===== src/rtl/nwg_pkg.sv =====
// Shared types for the nwg word packer: the 12-bit packed word, the 3-bit lane value
// and the number of beats that make up one word.
package nwg_pkg;

    typedef logic [1:3][2:1][0:1] nwg_t;
    typedef logic [1:1][1:1][4:2] lane_t;

    localparam int NWG_BEATS = 6;

endpackage


===== src/rtl/nwg_packer.sv =====
// Packs six 2-bit beats into one nwg_t word, MSB element first, and hands the word
// plus its lane values downstream through a single valid/ready output register.
module nwg_packer
    import nwg_pkg::*;
#(
    parameter int CNT_W = 8
) (
    input  logic             clk,
    input  logic             rst_n,
    input  logic             in_valid,
    output logic             in_ready,
    input  logic [0:1]       in_beat,
    input  lane_t            in_lane   [2:3],
    input  logic             in_flush,
    output nwg_t             nwg,
    output lane_t            lqywimfag [2:3],
    output logic             out_valid,
    input  logic             out_ready,
    output logic [CNT_W-1:0] word_cnt
);

    localparam logic [2:0] LAST_IDX = 3'(NWG_BEATS - 1);

    logic [2:0]       beat_idx_q, beat_idx_d;
    nwg_t             acc_q, acc_d;
    nwg_t             nwg_q, nwg_d;
    lane_t            lane_q [2:3];
    lane_t            lane_d [2:3];
    logic             out_valid_q, out_valid_d;
    logic [CNT_W-1:0] word_cnt_q, word_cnt_d;

    logic       accept;
    logic       last_beat;
    logic       drain;
    logic [1:0] row_sel;
    logic [1:0] col_sel;

    // Only the closing beat can stall: it needs the output register free or draining.
    assign in_ready = !rst_n || !(beat_idx_q == LAST_IDX && out_valid_q && !out_ready);

    assign accept    = in_valid && in_ready && !in_flush;
    assign last_beat = accept && (beat_idx_q == LAST_IDX);
    assign drain     = out_valid_q && out_ready;
    assign row_sel   = beat_idx_q[2:1] + 2'd1;
    assign col_sel   = beat_idx_q[0] ? 2'd1 : 2'd2;

    always_comb begin
        beat_idx_d  = beat_idx_q;
        acc_d       = acc_q;
        nwg_d       = nwg_q;
        lane_d      = lane_q;
        out_valid_d = out_valid_q;
        word_cnt_d  = word_cnt_q;

        if (in_flush) begin
            beat_idx_d = 3'd0;
            acc_d      = '0;
        end else if (accept) begin
            acc_d[row_sel][col_sel] = in_beat;
            beat_idx_d = last_beat ? 3'd0 : beat_idx_q + 3'd1;
        end

        if (last_beat) begin
            nwg_d       = acc_d;
            lane_d      = in_lane;
            out_valid_d = 1'b1;
        end else if (drain) begin
            out_valid_d = 1'b0;
        end

        if (drain) begin
            word_cnt_d = word_cnt_q + CNT_W'(1);
        end
    end

    always_ff @(posedge clk) begin
        if (!rst_n) begin
            beat_idx_q  <= 3'd0;
            acc_q       <= '0;
            nwg_q       <= '0;
            lane_q[2]   <= '0;
            lane_q[3]   <= '0;
            out_valid_q <= 1'b0;
            word_cnt_q  <= '0;
        end else begin
            beat_idx_q  <= beat_idx_d;
            acc_q       <= acc_d;
            nwg_q       <= nwg_d;
            lane_q      <= lane_d;
            out_valid_q <= out_valid_d;
            word_cnt_q  <= word_cnt_d;
        end
    end

    assign nwg       = nwg_q;
    assign lqywimfag = lane_q;
    assign out_valid = out_valid_q;
    assign word_cnt  = word_cnt_q;

endmodule


===== config.mk =====
export PLATFORM = sky130hd
export DESIGN_NAME = nwg_packer
export DESIGN_NICKNAME = d
export VERILOG_FILES = /design/src/rtl/nwg_pkg.sv /design/src/rtl/nwg_packer.sv
export SDC_FILE = /design/constraint.sdc
export NUM_CORES = 1
export LEC_CHECK = 0
export BUFFER_PORTS_ARGS = -buffer_cell sky130_fd_sc_hd__buf_2
export CAP_MARGIN = 20
export CORE_MARGIN = 10
export CORE_UTILIZATION = 42
export DETAILED_ROUTE_END_ITERATION = 10
export PLACE_DENSITY_LB_ADDON = 0.05
export SKIP_LAST_GASP = 1
export SLEW_MARGIN = 20
export SYNTH_ARGS = -nofsm -noshare
export SYNTH_HDL_FRONTEND = slang
export SYNTH_SLANG_ARGS = --single-unit
export TNS_END_PERCENT = 50

===== constraint.sdc =====
create_clock -name clk -period 2.78 [get_ports clk]
set_input_delay 0.139 -clock clk [delete_from_list [all_inputs] [get_ports clk]]
set_output_delay 0.139 -clock clk [all_outputs]
set_load 0.1 [all_outputs]

### Word-level counts from Yosys, hierarchy flattened

Cells that the tools add are included.

| operators by class | value |
|---|---|
| eq/ne operators | 1 |
| add/sub/neg operators | 3 |
| reductions and logical operators | 15 |
| bitwise operators | 2 |
| mux-type cells | 11 |
| magnitude comparators | 4 |

Operators with widths:

| cell | number |
|---|---|
| $mux W12 | 2 |
| $bwmux W12 | 1 |
| $add A8 B1 Y8 const B | 1 |
| $demux W4 S2 | 1 |
| $logic_and A1 B1 Y1 | 8 |
| $demux W2 S2 | 1 |
| $logic_not A1 Y1 | 4 |
| $mux W2 | 2 |
| $mux W4 | 1 |
| $add A3 B1 Y3 const B | 1 |
| $eq A3 B3 Y1 const B | 1 |
| $ge A3 B3 Y1 const B | 1 |
| $lt A2 B3 Y1 const B | 1 |
| $lt A3 B1 Y1 const B | 1 |
| $mux W3 | 1 |
| $not A2 Y3 | 1 |
| $add A2 B1 Y2 const B | 1 |
| $ge A2 B1 Y1 const B | 1 |
| $mux W1 | 2 |
| $reduce_bool A2 Y1 | 1 |
| $reduce_or A2 Y1 | 1 |
| $logic_or A1 B1 Y1 | 1 |
| $not A1 Y1 | 1 |

| word-level totals | value |
|---|---|
| word-level logic and storage cells | 53 |
| bits of input ports | 13 |
| bits in registers | 42 |
| output and inout bits | 28 |

### Longest topological paths before layout

| depth | value |
|---|---|
| depth in word-level cells | 10 |
| mapped depth | 7 |
| mapped depth without buffers | 5 |

### Worst setup path before layout

Ideal clock, no wire load.

| timing | value |
|---|---|
| kind | register -> output |
| start point | register out_valid_q, in the netlist out_valid |
| end point | output port in_ready |
| path buffers | 1 |
| stages on the path, launching flop included | 4 |
| data arrival time | 2.030 ns |
| required time | 2.641 ns |
| path slack | 0.611 ns |
| path through | dfxtp_1 > buf_2 > and4b_1 > nand2_1 |

| between the ends | value |
|---|---|
| cells in the longest elaborated chain, start to end | 4 |

Ends and longest elaborated chain:

| what | line | RTL |
|---|---|---|
| start, declared | nwg_packer.sv:29 | `logic out_valid_q, out_valid_d;` |
| start signal, assigned | nwg_packer.sv:90 | `out_valid_q <= out_valid_d;` |
| $logic_and A1 B1 Y1 (2 in series) | nwg_packer.sv:39 | `assign in_ready = !rst_n \|\| !(beat_idx_q == LAST_IDX && out_valid_q && !out_ready);` |
| $logic_not A1 Y1 | nwg_packer.sv:39 |  |
| $logic_or A1 B1 Y1 | nwg_packer.sv:39 |  |
| end, declared | nwg_packer.sv:11 | `output logic in_ready,` |

No other way between the ends.

### Final worst setup path

| timing | value |
|---|---|
| start point | register beat_idx_q[1] |
| end point | output port in_ready |

| between the ends | value |
|---|---|
| cells in the longest elaborated chain, start to end | 5 |

Ends and longest elaborated chain:

| what | line | RTL |
|---|---|---|
| start, declared | nwg_packer.sv:24 | `logic [2:0] beat_idx_q, beat_idx_d;` |
| start signal, assigned | nwg_packer.sv:86 | `beat_idx_q <= beat_idx_d;` |
| $eq A3 B3 Y1 | nwg_packer.sv:39 |  |
| $logic_and A1 B1 Y1 (2 in series) | nwg_packer.sv:39 |  |
| $logic_not A1 Y1 | nwg_packer.sv:39 |  |
| $logic_or A1 B1 Y1 | nwg_packer.sv:39 |  |

No other way between the ends.

==> flow_summary_export.csv <==
group,metric,value,unit
run_status,status,"finished clean",
yosys,syn_nets,227,
floorplan,die_width,86.7,µm
timing,rsz0062_at_grt,"false",
critical_path,r2r_start,"beat_idx_q[0]",
clocking,cts_tree,"done",
power,power_density,527,nW/µm²
floorplan,core_area,4320,µm²
clocking,clock_latency,300,ps
clocking,cts_buffer_depth,2,
critical_path,startpoint,"beat_idx_q[1]",
yosys,ys_seq_area_share,45.0,%
global_routing,grt_max_degree,24,
clocking,hold_buffers,0,
power,p_clk_share,42.8,%
global_routing,antenna_found_initial,0,
yosys,synth-async-reset-ratio,0,%
yosys,ys_ff_latch,42,
floorplan,placementRows,24,
power,vdd_drop_max,0.255,mV
power,p_comb_share,4.4,%
clocking,htree_levels,2,
yosys,synth_top_cell_area_share,45.0,%
layout,n_antenna_cell,0,
layout,ff_latch_area,841,µm²
placement,routabilityCongestion,0.782,
global_routing,grt_pass1_vias,1653,
layout,syn_to_final_growth,16.7,%
clocking,cts-buffers-inserted,5,
global_routing,grt_pass1_wl,7.99,mm
placement,place_hpwl,3.43,mm
job,cap_violations,0,
route,vias_per_cell,5.54,
critical_path,regToRegEndpoint,"nwg[11]",
clocking,ctsResizeCount,0,
floorplan,die_area,7520,µm²
critical_path,required,2640,ps
critical_path,critical-path-max-stage-delay,420,ps
critical_path,slowest_stage,"dfxtp_1",
yosys,synth_largest_area_cell,"dfxtp_1",
yosys,synth_most_common_cell,"dfxtp_1",
layout,layout.nets,260,
clocking,clk_pin_slew,80,ps
timing,tns,0,ps
route,antenna_left,0,
power,power_frac_seq,52.7,%
power,switching_share,21.0,%
critical_path,rrSetupSlack,890,ps
placement,place_worst_setup_slack,913,ps
timing,worst_slack,801,ps
floorplan,start_util,43.2,%
yosys,ys_types,39,
global_routing,grt_use_total,12.9,%
timing,setup_viol,0,
yosys,netlist_instances,211,
critical_path,critPathKind,"reg -> out",
yosys,synth_flop_cell,"dfxtp_1",
power,intPower,0.908,mW
placement,port_buffers,40,
timing,slew_viol_final,0,
yosys,avgSynthCellArea,8.85,µm²
timing,worst_clock_skew,8.21,ps
yosys,syn-cell-area,1870,µm²
critical_path,cp-start-kind,"register",
layout,drive_above_1_share,23.0,%
timing,timing.fmax,505,MHz
clocking,post_cts_buffers,0,
timing,period_needed,1980,ps
timing,worst_slew_pin_slew,787,ps
clocking,root_buffer,"clkbuf_8",
clocking,clock_sinks,42,
yosys,synth-edff-count,0,
route,drc,0,
min_path,hold_path_class,"in -> reg",
power,switchingPower,0.242,mW
layout,fillers,442,
critical_path,cp_max_fo,8,
route,first_iter_violations,69,
global_routing,grt_overflow,0,
yosys,synth_area_leaders,"dfxtp_1, a21oi_1, mux2i_1",
power,p_leak,0.883,nW
layout,multi_input_comb_area,928,µm²
yosys,yosysWarnings,0,
route,firstDrtPassIters,4,
critical_path,worstSetupEndpoint,"in_ready",
route,vias,1639,
critical_path,crit_path_end_kind,"primary output",
route,routed_wl,4.67,mm
floorplan,die_h,86.7,µm
floorplan,pin_count,41,
timing,slew-limit-headroom,47.4,%
critical_path,worstRegToRegCells,4,
critical_path,cp.arrival,1840,ps
yosys,synth_commonest_cells,"dfxtp_1, a21oi_1, o21ai_0",
route,wl_per_cell,15.8,µm
timing,final_hold_viol_count,0,
timing,period_share,71.2,%
critical_path,crit_chain,"inv_1 -> ha_1 -> and4b_1 -> nand2_1 -> buf_2",
area by class of cell:
cell class	instances	area share (%)
Clock inverter	1	1.38
Inverter	5	0.861
Clock buffer	6	3.79
Timing Repair Buffer	42	9.87
Multi-Input combinational cell	148	42.6
Sequential cell	42	38.6
Tap cell	52	2.98
layer usage:
layer / global-route usage (%) / vias up / wire length [µm]
li1: - / 831 / -
met1: 16.0 / 751 / 2230
met2: 20.1 / 51 / 2050
met3: 4.60 / 6 / 330
met4: 4.42 / 0 / 61
met5: 0 / - / 0
state kept, by name, indices dropped and copies added (netlist names):
register and count:
lqywimfag 6, acc_q 12, out_valid 1, nwg 12
word_cnt 8, beat_idx_q 3
worst min-delay path by stage:
stage | startpoint | end | slack (ps) | depth (start not counted)
floorplan | in_beat[1] | acc_q[10] | 290 | 2
global placement | in_lane[2] | lqywimfag[2] | 400 | 3
detailed placement | in_lane[3] | lqywimfag[3] | 410 | 3
CTS | in_lane[3] | lqywimfag[3] | 90 | 3
global route | in_lane[5] | lqywimfag[5] | 100 | 3
finish | in_lane[1] | lqywimfag[1] | 90 | 3
worst max-delay path, delay by kind of cell (launching register included):
| kind | cells | cell delay, ps |
|---|---|---|
| and+or+nand+nor | 2 | 340 |
| adders and majority gates | 1 | 230 |
| buffers and inverters | 2 | 550 |
| DFF | 1 | 420 |
stage by stage:
step	utilization [%]	total power [mW]	hold slack, ps	instances	cell area, µm²
finish	50.4	1.15	88.2	296	2180
global route	50.4	1.19	100	296	2180
CTS	50.4	1.16	94.0	296	2180
detailed placement	47.8	0.671	406	289	2070
global placement	47.8	0.672	404	289	2070
floorplan	-	0.653	287	211	1870
kinds of logic (layout without fill, tap and decap cells):
logic type | count (synthesis) | count (layout) | synth area share, %
flip-flops | 42 | 42 | 45.0
AO/OA/AOI/OAI | 64 | 64 | 20.8
buffers and inverters | 21 | 54 | 5.29
AND/OR/NAND/NOR | 69 | 69 | 20.6
multiplexers | 10 | 10 | 5.36
adder cells (fa/ha/maj) | 3 | 3 | 2.01
XOR/XNOR | 2 | 2 | 0.938
placed cells by master, fill, tap and decap left out, types with 2 or more instances in the layout:
master,netlist,final
and4b_1,2,2
a211o_1,3,3
xor2_1,2,2
dfxtp_1,42,42
a211oi_1,6,6
nand2_1,18,18
buf_2,7,40
nor2b_1,2,2
a21oi_1,26,26
o221a_2,2,2
o31ai_1,2,2
ha_1,3,3
nand4b_1,2,2
o211ai_1,2,2
inv_1,5,5
nor2_1,4,4
clkbuf_8,0,6
and3b_1,3,3
nand2b_1,5,5
nor4_1,2,2
nand3_1,18,18
a21boi_0,2,2
or3_1,2,2
nor3_1,2,2
buf_4,1,2
o21ai_0,19,19
nand4_1,2,2
mux2i_1,10,10
power groups by stage:
stage          Sequential, mW  Combinational (mW)  Clock [mW]
3_3_place_gp            0.620              0.0512           0
6_report                0.606              0.0509       0.493
4_1_cts                 0.606              0.0508       0.500
2_1_floorplan           0.619              0.0345           0
5_1_grt                 0.607              0.0574       0.522
3_5_place_dp            0.620              0.0503           0
No activity file was read; power rests on OpenSTA's default activity.
